==> config.mk <==
export PLATFORM = sky130hd
export DESIGN_NAME = uart_tx_flat
export DESIGN_NICKNAME = d
export VERILOG_FILES = /design/src/rtl/uart_tx_pkg.sv /design/src/rtl/uart_tx_if.sv /design/src/rtl/uart_baud_gen.sv /design/src/rtl/uart_tx.sv /design/src/flat_wrapper.sv
export SDC_FILE = /design/constraint.sdc
export NUM_CORES = 1
export LEC_CHECK = 0
export ABC_AREA = 1
export CORE_MARGIN = 4
export CORE_UTILIZATION = 45
export DETAILED_ROUTE_END_ITERATION = 8
export PLACE_DENSITY = 0.65
export SLEW_MARGIN = 15
export SYNTH_ARGS = -nofsm -noshare
export SYNTH_HDL_FRONTEND = slang
export SYNTH_SLANG_ARGS = --single-unit
==> constraint.sdc <==
create_clock -name clk -period 3.05 [get_ports clk]
set_clock_uncertainty 0.2 [all_clocks]
set_input_delay 0.61 -clock clk [delete_from_list [all_inputs] [get_ports clk]]
set_output_delay 0.61 -clock clk [all_outputs]
set_load 0.02 [all_outputs]
==> src/rtl/uart_tx_pkg.sv <==
// uart_tx_pkg: shared definitions for the UART transmitter.
//   - Default line settings (CLK_FREQ/BAUD), so a future uart_rx picks up the same values.
//   - One-hot bit indices and the one-hot state type used by uart_tx.
//   - Parity helper function.
package uart_tx_pkg;

  localparam int DEF_CLK_FREQ = 50_000_000;
  localparam int DEF_BAUD     = 115_200;

  // One-hot bit index of each FSM state
  localparam int IDLE_IDX   = 0;
  localparam int START_IDX  = 1;
  localparam int DATA_IDX   = 2;
  localparam int PARITY_IDX = 3;
  localparam int STOP_IDX   = 4;

  typedef enum logic [4:0] {
    ST_IDLE   = 5'(1 << IDLE_IDX),
    ST_START  = 5'(1 << START_IDX),
    ST_DATA   = 5'(1 << DATA_IDX),
    ST_PARITY = 5'(1 << PARITY_IDX),
    ST_STOP   = 5'(1 << STOP_IDX)
  } state_t;

  // Parity bit for a byte: even parity is the XOR of the data bits, odd parity its inverse.
  function automatic logic parity_bit(input logic [7:0] data, input logic odd);
    return odd ? ~^data : ^data;
  endfunction

endpackage

==> src/rtl/uart_tx_if.sv <==
// uart_tx_if: byte handshake between the upstream read-out stage and uart_tx.
//   tx_data        byte to send (producer -> transmitter)
//   tx_data_valid  producer holds high until it sees tx_data_ack
//   tx_data_ack    one-cycle accept pulse (transmitter -> producer)
interface uart_tx_if;
  logic [7:0] tx_data;
  logic       tx_data_valid;
  logic       tx_data_ack;

  modport master (output tx_data, output tx_data_valid, input tx_data_ack);
  modport slave  (input tx_data, input tx_data_valid, output tx_data_ack);
endinterface

==> src/rtl/uart_baud_gen.sv <==
// uart_baud_gen: bit-time counter for the UART transmitter.
//   clk      system clock
//   rst      synchronous active-high reset
//   clr      restarts the bit time (asserted on byte accept)
//   bit_end  high during the last clock of each bit time (count == CLKS_PER_BIT-1)
module uart_baud_gen #(
  parameter int CLKS_PER_BIT = 434
) (
  input  logic clk,
  input  logic rst,
  input  logic clr,
  output logic bit_end
);

  // Width guard keeps elaboration sane until uart_tx rejects CLKS_PER_BIT < 2.
  localparam int CW = (CLKS_PER_BIT < 2) ? 1 : $clog2(CLKS_PER_BIT);
  localparam logic [CW-1:0] LAST = CW'(CLKS_PER_BIT - 1);

  logic [CW-1:0] cnt_r;

  // Counter wraps at LAST; clr aligns a fresh bit time with the accept edge.
  always_ff @(posedge clk) begin
    if (rst || clr) begin
      cnt_r <= '0;
    end else if (cnt_r == LAST) begin
      cnt_r <= '0;
    end else begin
      cnt_r <= cnt_r + CW'(1);
    end
  end

  // Combinational so the FSM changes bit on exactly the CLKS_PER_BIT-th edge.
  assign bit_end = (cnt_r == LAST);

endmodule

==> src/rtl/uart_tx.sv <==
// uart_tx: serial UART transmitter (8 data bits, optional parity, 1 or 2 stop bits).
//   clk    system clock, all logic on posedge
//   rst    synchronous active-high reset; aborts any frame in flight
//   bus    uart_tx_if slave: tx_data / tx_data_valid in, tx_data_ack out (registered pulse)
//   txd    serial line, idle high, registered
//   busy   high from the accept edge until the frame returns to IDLE
module uart_tx import uart_tx_pkg::*; #(
  parameter int CLK_FREQ     = DEF_CLK_FREQ,
  parameter int BAUD         = DEF_BAUD,
  parameter int CLKS_PER_BIT = CLK_FREQ / BAUD,
  parameter int PARITY_EN    = 0,
  parameter int PARITY_ODD   = 0,
  parameter int STOP_BITS    = 1
) (
  input  logic       clk,
  input  logic       rst,
  uart_tx_if.slave   bus,
  output logic       txd,
  output logic       busy
);

  generate
    if (CLKS_PER_BIT < 2 || (STOP_BITS != 1 && STOP_BITS != 2)) begin : g_param_err
      $fatal(1, "uart_tx: CLKS_PER_BIT must be >= 2 and STOP_BITS must be 1 or 2");
    end
  endgenerate

  state_t     state_r, state_nxt;
  logic       txd_r, txd_nxt;
  logic       ack_r, ack_nxt;
  logic       busy_r, busy_nxt;
  logic [7:0] shift_r, shift_nxt;
  logic [2:0] idx_r, idx_nxt;
  logic       stop_r, stop_nxt;
  logic       par_r, par_nxt;
  logic       clr_s;
  logic       bit_end_s;

  uart_baud_gen #(.CLKS_PER_BIT(CLKS_PER_BIT)) u_baud (
    .clk     (clk),
    .rst     (rst),
    .clr     (clr_s),
    .bit_end (bit_end_s)
  );

  // State and all output registers.
  always_ff @(posedge clk) begin
    if (rst) begin
      state_r <= ST_IDLE;
      txd_r   <= 1'b1;
      ack_r   <= 1'b0;
      busy_r  <= 1'b0;
      shift_r <= 8'h00;
      idx_r   <= 3'd0;
      stop_r  <= 1'b0;
      par_r   <= 1'b0;
    end else begin
      state_r <= state_nxt;
      txd_r   <= txd_nxt;
      ack_r   <= ack_nxt;
      busy_r  <= busy_nxt;
      shift_r <= shift_nxt;
      idx_r   <= idx_nxt;
      stop_r  <= stop_nxt;
      par_r   <= par_nxt;
    end
  end

  // Next-state and next-output logic; the line value is prepared one edge ahead so txd is a flop.
  always_comb begin
    state_nxt = state_r;
    txd_nxt   = txd_r;
    ack_nxt   = 1'b0;
    busy_nxt  = busy_r;
    shift_nxt = shift_r;
    idx_nxt   = idx_r;
    stop_nxt  = stop_r;
    par_nxt   = par_r;
    clr_s     = 1'b0;

    unique case (state_r)
      ST_IDLE: begin
        txd_nxt  = 1'b1;
        busy_nxt = 1'b0;
        if (bus.tx_data_valid) begin
          state_nxt = ST_START;
          txd_nxt   = 1'b0;
          busy_nxt  = 1'b1;
          ack_nxt   = 1'b1;
          shift_nxt = bus.tx_data;
          // Parity is taken from the byte as accepted, before shifting destroys it.
          par_nxt   = parity_bit(bus.tx_data, PARITY_ODD != 0);
          clr_s     = 1'b1;
        end else begin
          state_nxt = ST_IDLE;
        end
      end
      ST_START: begin
        if (bit_end_s) begin
          state_nxt = ST_DATA;
          txd_nxt   = shift_r[0];
          shift_nxt = {1'b0, shift_r[7:1]};
          idx_nxt   = 3'd0;
        end else begin
          state_nxt = ST_START;
        end
      end
      ST_DATA: begin
        if (bit_end_s) begin
          if (idx_r == 3'd7) begin
            if (PARITY_EN != 0) begin
              state_nxt = ST_PARITY;
              txd_nxt   = par_r;
            end else begin
              state_nxt = ST_STOP;
              txd_nxt   = 1'b1;
              stop_nxt  = 1'b0;
            end
          end else begin
            txd_nxt   = shift_r[0];
            shift_nxt = {1'b0, shift_r[7:1]};
            idx_nxt   = idx_r + 3'd1;
          end
        end else begin
          state_nxt = ST_DATA;
        end
      end
      ST_PARITY: begin
        if (bit_end_s) begin
          state_nxt = ST_STOP;
          txd_nxt   = 1'b1;
          stop_nxt  = 1'b0;
        end else begin
          state_nxt = ST_PARITY;
        end
      end
      ST_STOP: begin
        txd_nxt = 1'b1;
        if (bit_end_s) begin
          // A second stop bit is only sent when configured; stop_r marks that it is in progress.
          if (STOP_BITS == 2 && stop_r == 1'b0) begin
            stop_nxt = 1'b1;
          end else begin
            state_nxt = ST_IDLE;
            busy_nxt  = 1'b0;
            stop_nxt  = 1'b0;
          end
        end else begin
          state_nxt = ST_STOP;
        end
      end
      default: begin
        state_nxt = ST_IDLE;
        txd_nxt   = 1'b1;
        busy_nxt  = 1'b0;
      end
    endcase
  end

  assign bus.tx_data_ack = ack_r;
  assign txd             = txd_r;
  assign busy            = busy_r;

endmodule
==> src/flat_wrapper.sv <==
// flat-port wrapper written by rule: the top's interface ports become plain ports
module uart_tx_flat import uart_tx_pkg::*;
#(
  parameter int CLK_FREQ     = DEF_CLK_FREQ,
  parameter int BAUD         = DEF_BAUD,
  parameter int CLKS_PER_BIT = CLK_FREQ / BAUD,
  parameter int PARITY_EN    = 0,
  parameter int PARITY_ODD   = 0,
  parameter int STOP_BITS    = 1
)
  (clk, rst, txd, busy, bus_tx_data, bus_tx_data_valid, bus_tx_data_ack);
  uart_tx_if bus_i ();
  input  logic clk;
  input  logic rst;
  output logic txd;
  output logic busy;
  input wire logic [$bits(bus_i.tx_data)-1:0] bus_tx_data;
  input wire logic [$bits(bus_i.tx_data_valid)-1:0] bus_tx_data_valid;
  output wire logic [$bits(bus_i.tx_data_ack)-1:0] bus_tx_data_ack;
  assign bus_i.tx_data = bus_tx_data;
  assign bus_i.tx_data_valid = bus_tx_data_valid;
  assign bus_tx_data_ack = bus_i.tx_data_ack;
  uart_tx #(.CLK_FREQ(CLK_FREQ), .BAUD(BAUD), .CLKS_PER_BIT(CLKS_PER_BIT), .PARITY_EN(PARITY_EN), .PARITY_ODD(PARITY_ODD), .STOP_BITS(STOP_BITS)) u_core (.clk(clk), .rst(rst), .bus(bus_i), .txd(txd), .busy(busy));
endmodule
# Word-level counts from Yosys, hierarchy flattened
# Index checks and enable logic that the tools add are counted.
# totals
in_bits	11
elab_cells	59
regBits	28
out_inout_bits	3
# classes
reduce_logical	9
n_bitwise	1
mux	26
n_eq_ne	14
addsub	2
# ops
cell	n
two-way mux 8 bit	4
one-hot mux 5 bit (5 select lines)	1
one-hot mux 8 bit (3 select lines)	1
two-way mux 5 bit	4
two-way mux 3 bit	4
adder 9 x 1 -> 9 bit, second input constant	1
== test 9 bit, second input constant	1
two-way mux 1 bit	8
inequality test 2 x 1 -> 1 bit, second input constant	4
one-hot mux 3 bit (2 select lines)	1
== test 5 x 1 -> 1 bit, second input constant	1
== test 5 x 2 -> 1 bit, second input constant	1
== test 5 x 3 -> 1 bit, second input constant	1
== test 5 x 4 -> 1 bit, second input constant	1
== test 5 bit, second input constant	1
AND reduction 5 bit	1
inequality test 2 bit, second input constant	2
one-hot mux 1 bit (4 select lines)	1
AND reduction 4 bit	1
adder 3 x 1 -> 3 bit, second input constant	1
== test 3 bit, second input constant	1
inequality test 3 bit, second input constant	1
one-hot mux 1 bit (3 select lines)	1
AND reduction 3 bit	1
8 further kinds	8

# Logic depth before layout (Yosys ltp)
# depth
ltp_word	4
mapped_depth	11
depth_no_buf	10

# Hierarchy
# A second synthesis with hierarchy kept.
# unflattened
cells_unflattened	212
area_unflattened_um2	1470.2
# modules_own_cells
mod	seq_area_each_um2	cells_each	area_per_inst_um2	instances
uart_tx	380.4	148	1006.0	1
uart_baud_gen	180.2	64	464.2	1

# Worst setup path after synthesis
# OpenSTA, ideal clock, no wires.
# synth_timing
kind	reg-to-reg
startpoint	register u_core.idx_r[0]
endpoint	register u_core.shift_r[0]
n_path_buf	1
period_less_slack_ns	1.663
setup_ns	0.113
slack_ns	1.387
required_time_ns	2.737
path_stages_with_launch	10
arrival_time_ns	1.350
cell_sequence	dfxtp_1 > ha_1 > ha_1 > nand4_1 > nand2_1 > inv_1 > nand3_4 > buf_6 > nor2_1 > nor2_1
# synth_via
elab_chain_cells	3
# synth_rtl
element	line_no	rtl
start, declared	uart_tx.sv:33	logic [2:0] idx_r, idx_nxt;
start signal, assigned	uart_tx.sv:63	idx_r <= idx_nxt;
== test 3 bit	uart_tx.sv:110	if (idx_r == 3'd7) begin
inequality test 2 bit (no line)	-	
AND reduction 5 bit (no line)	-	
end signal, assigned	uart_tx.sv:62	shift_r <= shift_nxt;
end, declared	uart_tx.sv:32	logic [7:0] shift_r, shift_nxt;
# No other way between the ends.
# A chain may end at the register's enable or synchronous reset.

# Worst setup path after layout
# layout_timing
startpoint	input port rst
endpoint	register u_core.u_baud.cnt_r[8]
# layout_via
elab_chain_cells	2
# layout_rtl
element	line_no	rtl
start, declared	flat_wrapper.sv:14	input logic rst;
logical OR 1 bit	uart_baud_gen.sv:23	if (rst || clr) begin
OR reduction 2 bit (no line)	-	
end signal, assigned	uart_baud_gen.sv:28	cnt_r <= cnt_r + CW'(1);
end, declared	uart_baud_gen.sv:19	logic [CW-1:0] cnt_r;
# No other way between the ends.

==> qor.csv <==
metric;value;unit
status;finished clean;
end_kind;flip-flop;
fin_util;0.5402;
synthesis.area;1451;sq um
leakagePower;0.7536;nW
die_x;64.79;um
worst_slew_pin_slew;0.4529;ns
post_cts_resized;0;
mostFrequentLayoutCell;nand2_1;
cp-start-kind;input pin;
detail_route.wl_per_cell;10.54;um
start_util;0.4715;
synth_top_area_share;0.3862;
ys_ff_latch;28;
insertion_delay;0.32;ns
mostFrequentLayoutCells;nand2_1 (55), nor2_1 (39), dfxtp_1 (28);
whs;0.2843;ns
ir_drop;185.4;uV
overflow;0;
path_max_fanout;12;
synth-main-ff-cell;dfxtp_1;
grt_pass1_vias;1308;
rows;20;
rsz0062_at_grt;false;
drc_errors;0;
syn-num-nets;231;
drv_cap;0;
cts_root_buffer;clkbuf_4;
antenna_cells;0;
synth_cells;216;
post-route-period-util;0.6949;
core;3078;sq um
synthToLayoutAreaGrowth;14.57;%
synth_area_leaders;dfxtp_1 (39%), nand2_1 (14%), nor2_1 (10%), nand3_1 (7.9%), inv_1 (6.5%);
fmax;0.4718;GHz
fin_nets;244;
via_count;1317;
reg2reg_setup_slack;0.97;ns
crit_type;in -> reg;
grt_pass1_wl;5.437;mm
avgSynthCellArea;6.719;sq um
post-route-min-period;2.119;ns
cts_tree;done;
final_layout_size_suffix_gt1_frac;0.06579;
chipHeight;64.79;um
hold_viol_final;0;
yosysSeqAreaShare;0.3862;
crit_required;3.09;ns
finalSetupTns;0;ns
clock-sinks;28;
power_density;447.7;nW/um^2
critPathArrivalTime;2.16;ns
yosysUniqueCellTypes;24;
clockBufferDepth;2;
place_hpwl;2.184;mm
drt-initial-drc-count;90;
io_pins;14;
cts_hold_buf;0;
setup_violations;0;
synthArstFlopShare;0;
htreeDepth;1;
hold_class;reg -> reg;
wl;2.867;mm
yosysWarningCount;0;
antenna_left;0;
slew_headroom;0.6973;
gr-usage-all-layers;0.1599;
gp_congestion;0.8043;
numCtsBuffers;3;
first_pass_iters;4;
antenna_found_initial;0;
vias_per_cell;4.842;
slew_violations;0;
die_area;4198;sq um
clk_pin_slew_worst_paths;0.14;ns
synth_edf_count;0;
io_buffers;13;
post_cts.repair.setup_buffers;0;
synth_area_leader_cell;dfxtp_1;
grt_max_degree;17;
-- worst paths after layout --
path,startpoint,to,cells past startpoint
setup / recovery,rst,u_core.u_baud.cnt_r[8]$_SDFF_PP0_,4
hold / removal,u_core.idx_r[1]$_SDFFE_PP0P_,u_core.idx_r[1]$_SDFFE_PP0P_,2
setup reg to reg,u_core.state_r[2]$_SDFFE_PP0P_,u_core.shift_r[3]$_SDFFE_PP0P_,8
hold reg to reg,u_core.idx_r[1]$_SDFFE_PP0P_,u_core.idx_r[1]$_SDFFE_PP0P_,2
-- critical path, stage by stage --
cell and delay, ns:
clkdlybuf4s50_1 0.56, inv_1 0.38, nand3_1 0.34, nor3b_1 0.27
-- through the flow --
| step | worst slack, ns | instance area, sq um | power [mW] | std cells |
|---|---|---|---|---|
| finish | 0.9306 | 1663 | 0.7445 | 272 |
| global placement | 0.6707 | 1610 | 0.5109 | 268 |
| floorplan | 1.387 | 1451 | 0.4840 | 216 |
| CTS | 0.9317 | 1663 | 0.7533 | 272 |
| global route | 0.7597 | 1663 | 0.7952 | 272 |
| detailed placement | 0.5917 | 1610 | 0.5145 | 268 |
-- where the power goes --
part           internal (mW)  switching, mW  total [mW]
logic                 0.0450         0.0606       0.106
clock network          0.133          0.106       0.239
registers              0.387         0.0124       0.400
total                  0.565          0.179       0.745
-- sequential cells by signal, summed over array words and instances (netlist names) --
name	count
u_core.bus.tx_data_ack	1
u_core.busy	1
u_core.idx_r	3
u_core.shift_r	8
u_core.state_r	5
u_core.txd	1
u_core.u_baud.cnt_r	9
-- Yosys cell counts (2+ instances only) --
master	n
nand2_1	55
nor2_1	39
dfxtp_1	28
inv_1	25
nand3_1	23
a21oi_1	7
o21ai_0	6
nand4_1	5
ha_1	4
buf_2	3
nor3_1	3
clkbuf_1	2
inv_2	2
nand2_4	2
nor2_2	2
nor3b_1	2
-- final cells by class --
type	instances	area [sq um]
Clock buffer	3	22.52
Clock inverter	1	30.03
Fill cell	315	1415
Inverter	27	101.3
Multi-Input combinational cell	155	755.7
Sequential cell	28	560.5
Tap cell	44	55.05
Timing Repair Buffer	14	137.6
-- kinds of logic (layout without fill, tap and decap cells) --
logic type,Yosys count,after routing,share of synthesized area
AO/OA/AOI/OAI,15,15,0.05431
XOR/XNOR,1,1,0.006036
adder cells (fa/ha/maj),4,4,0.03448
buffers and inverters,33,45,0.09310
flip-flops,28,28,0.3862
AND/OR/NAND/NOR,135,135,0.4259
-- layer usage --
metal / track usage / vias to the layer above / share of wire
li1: - / 707 / -
met5: 0 / - / 0
met4: 0.05013 / 0 / 0.0049
met3: 0.03120 / 2 / 0.026
met1: 0.1959 / 598 / 0.49
met2: 0.2797 / 10 / 0.48
Note: power is estimated with default switching activity, not from simulation.
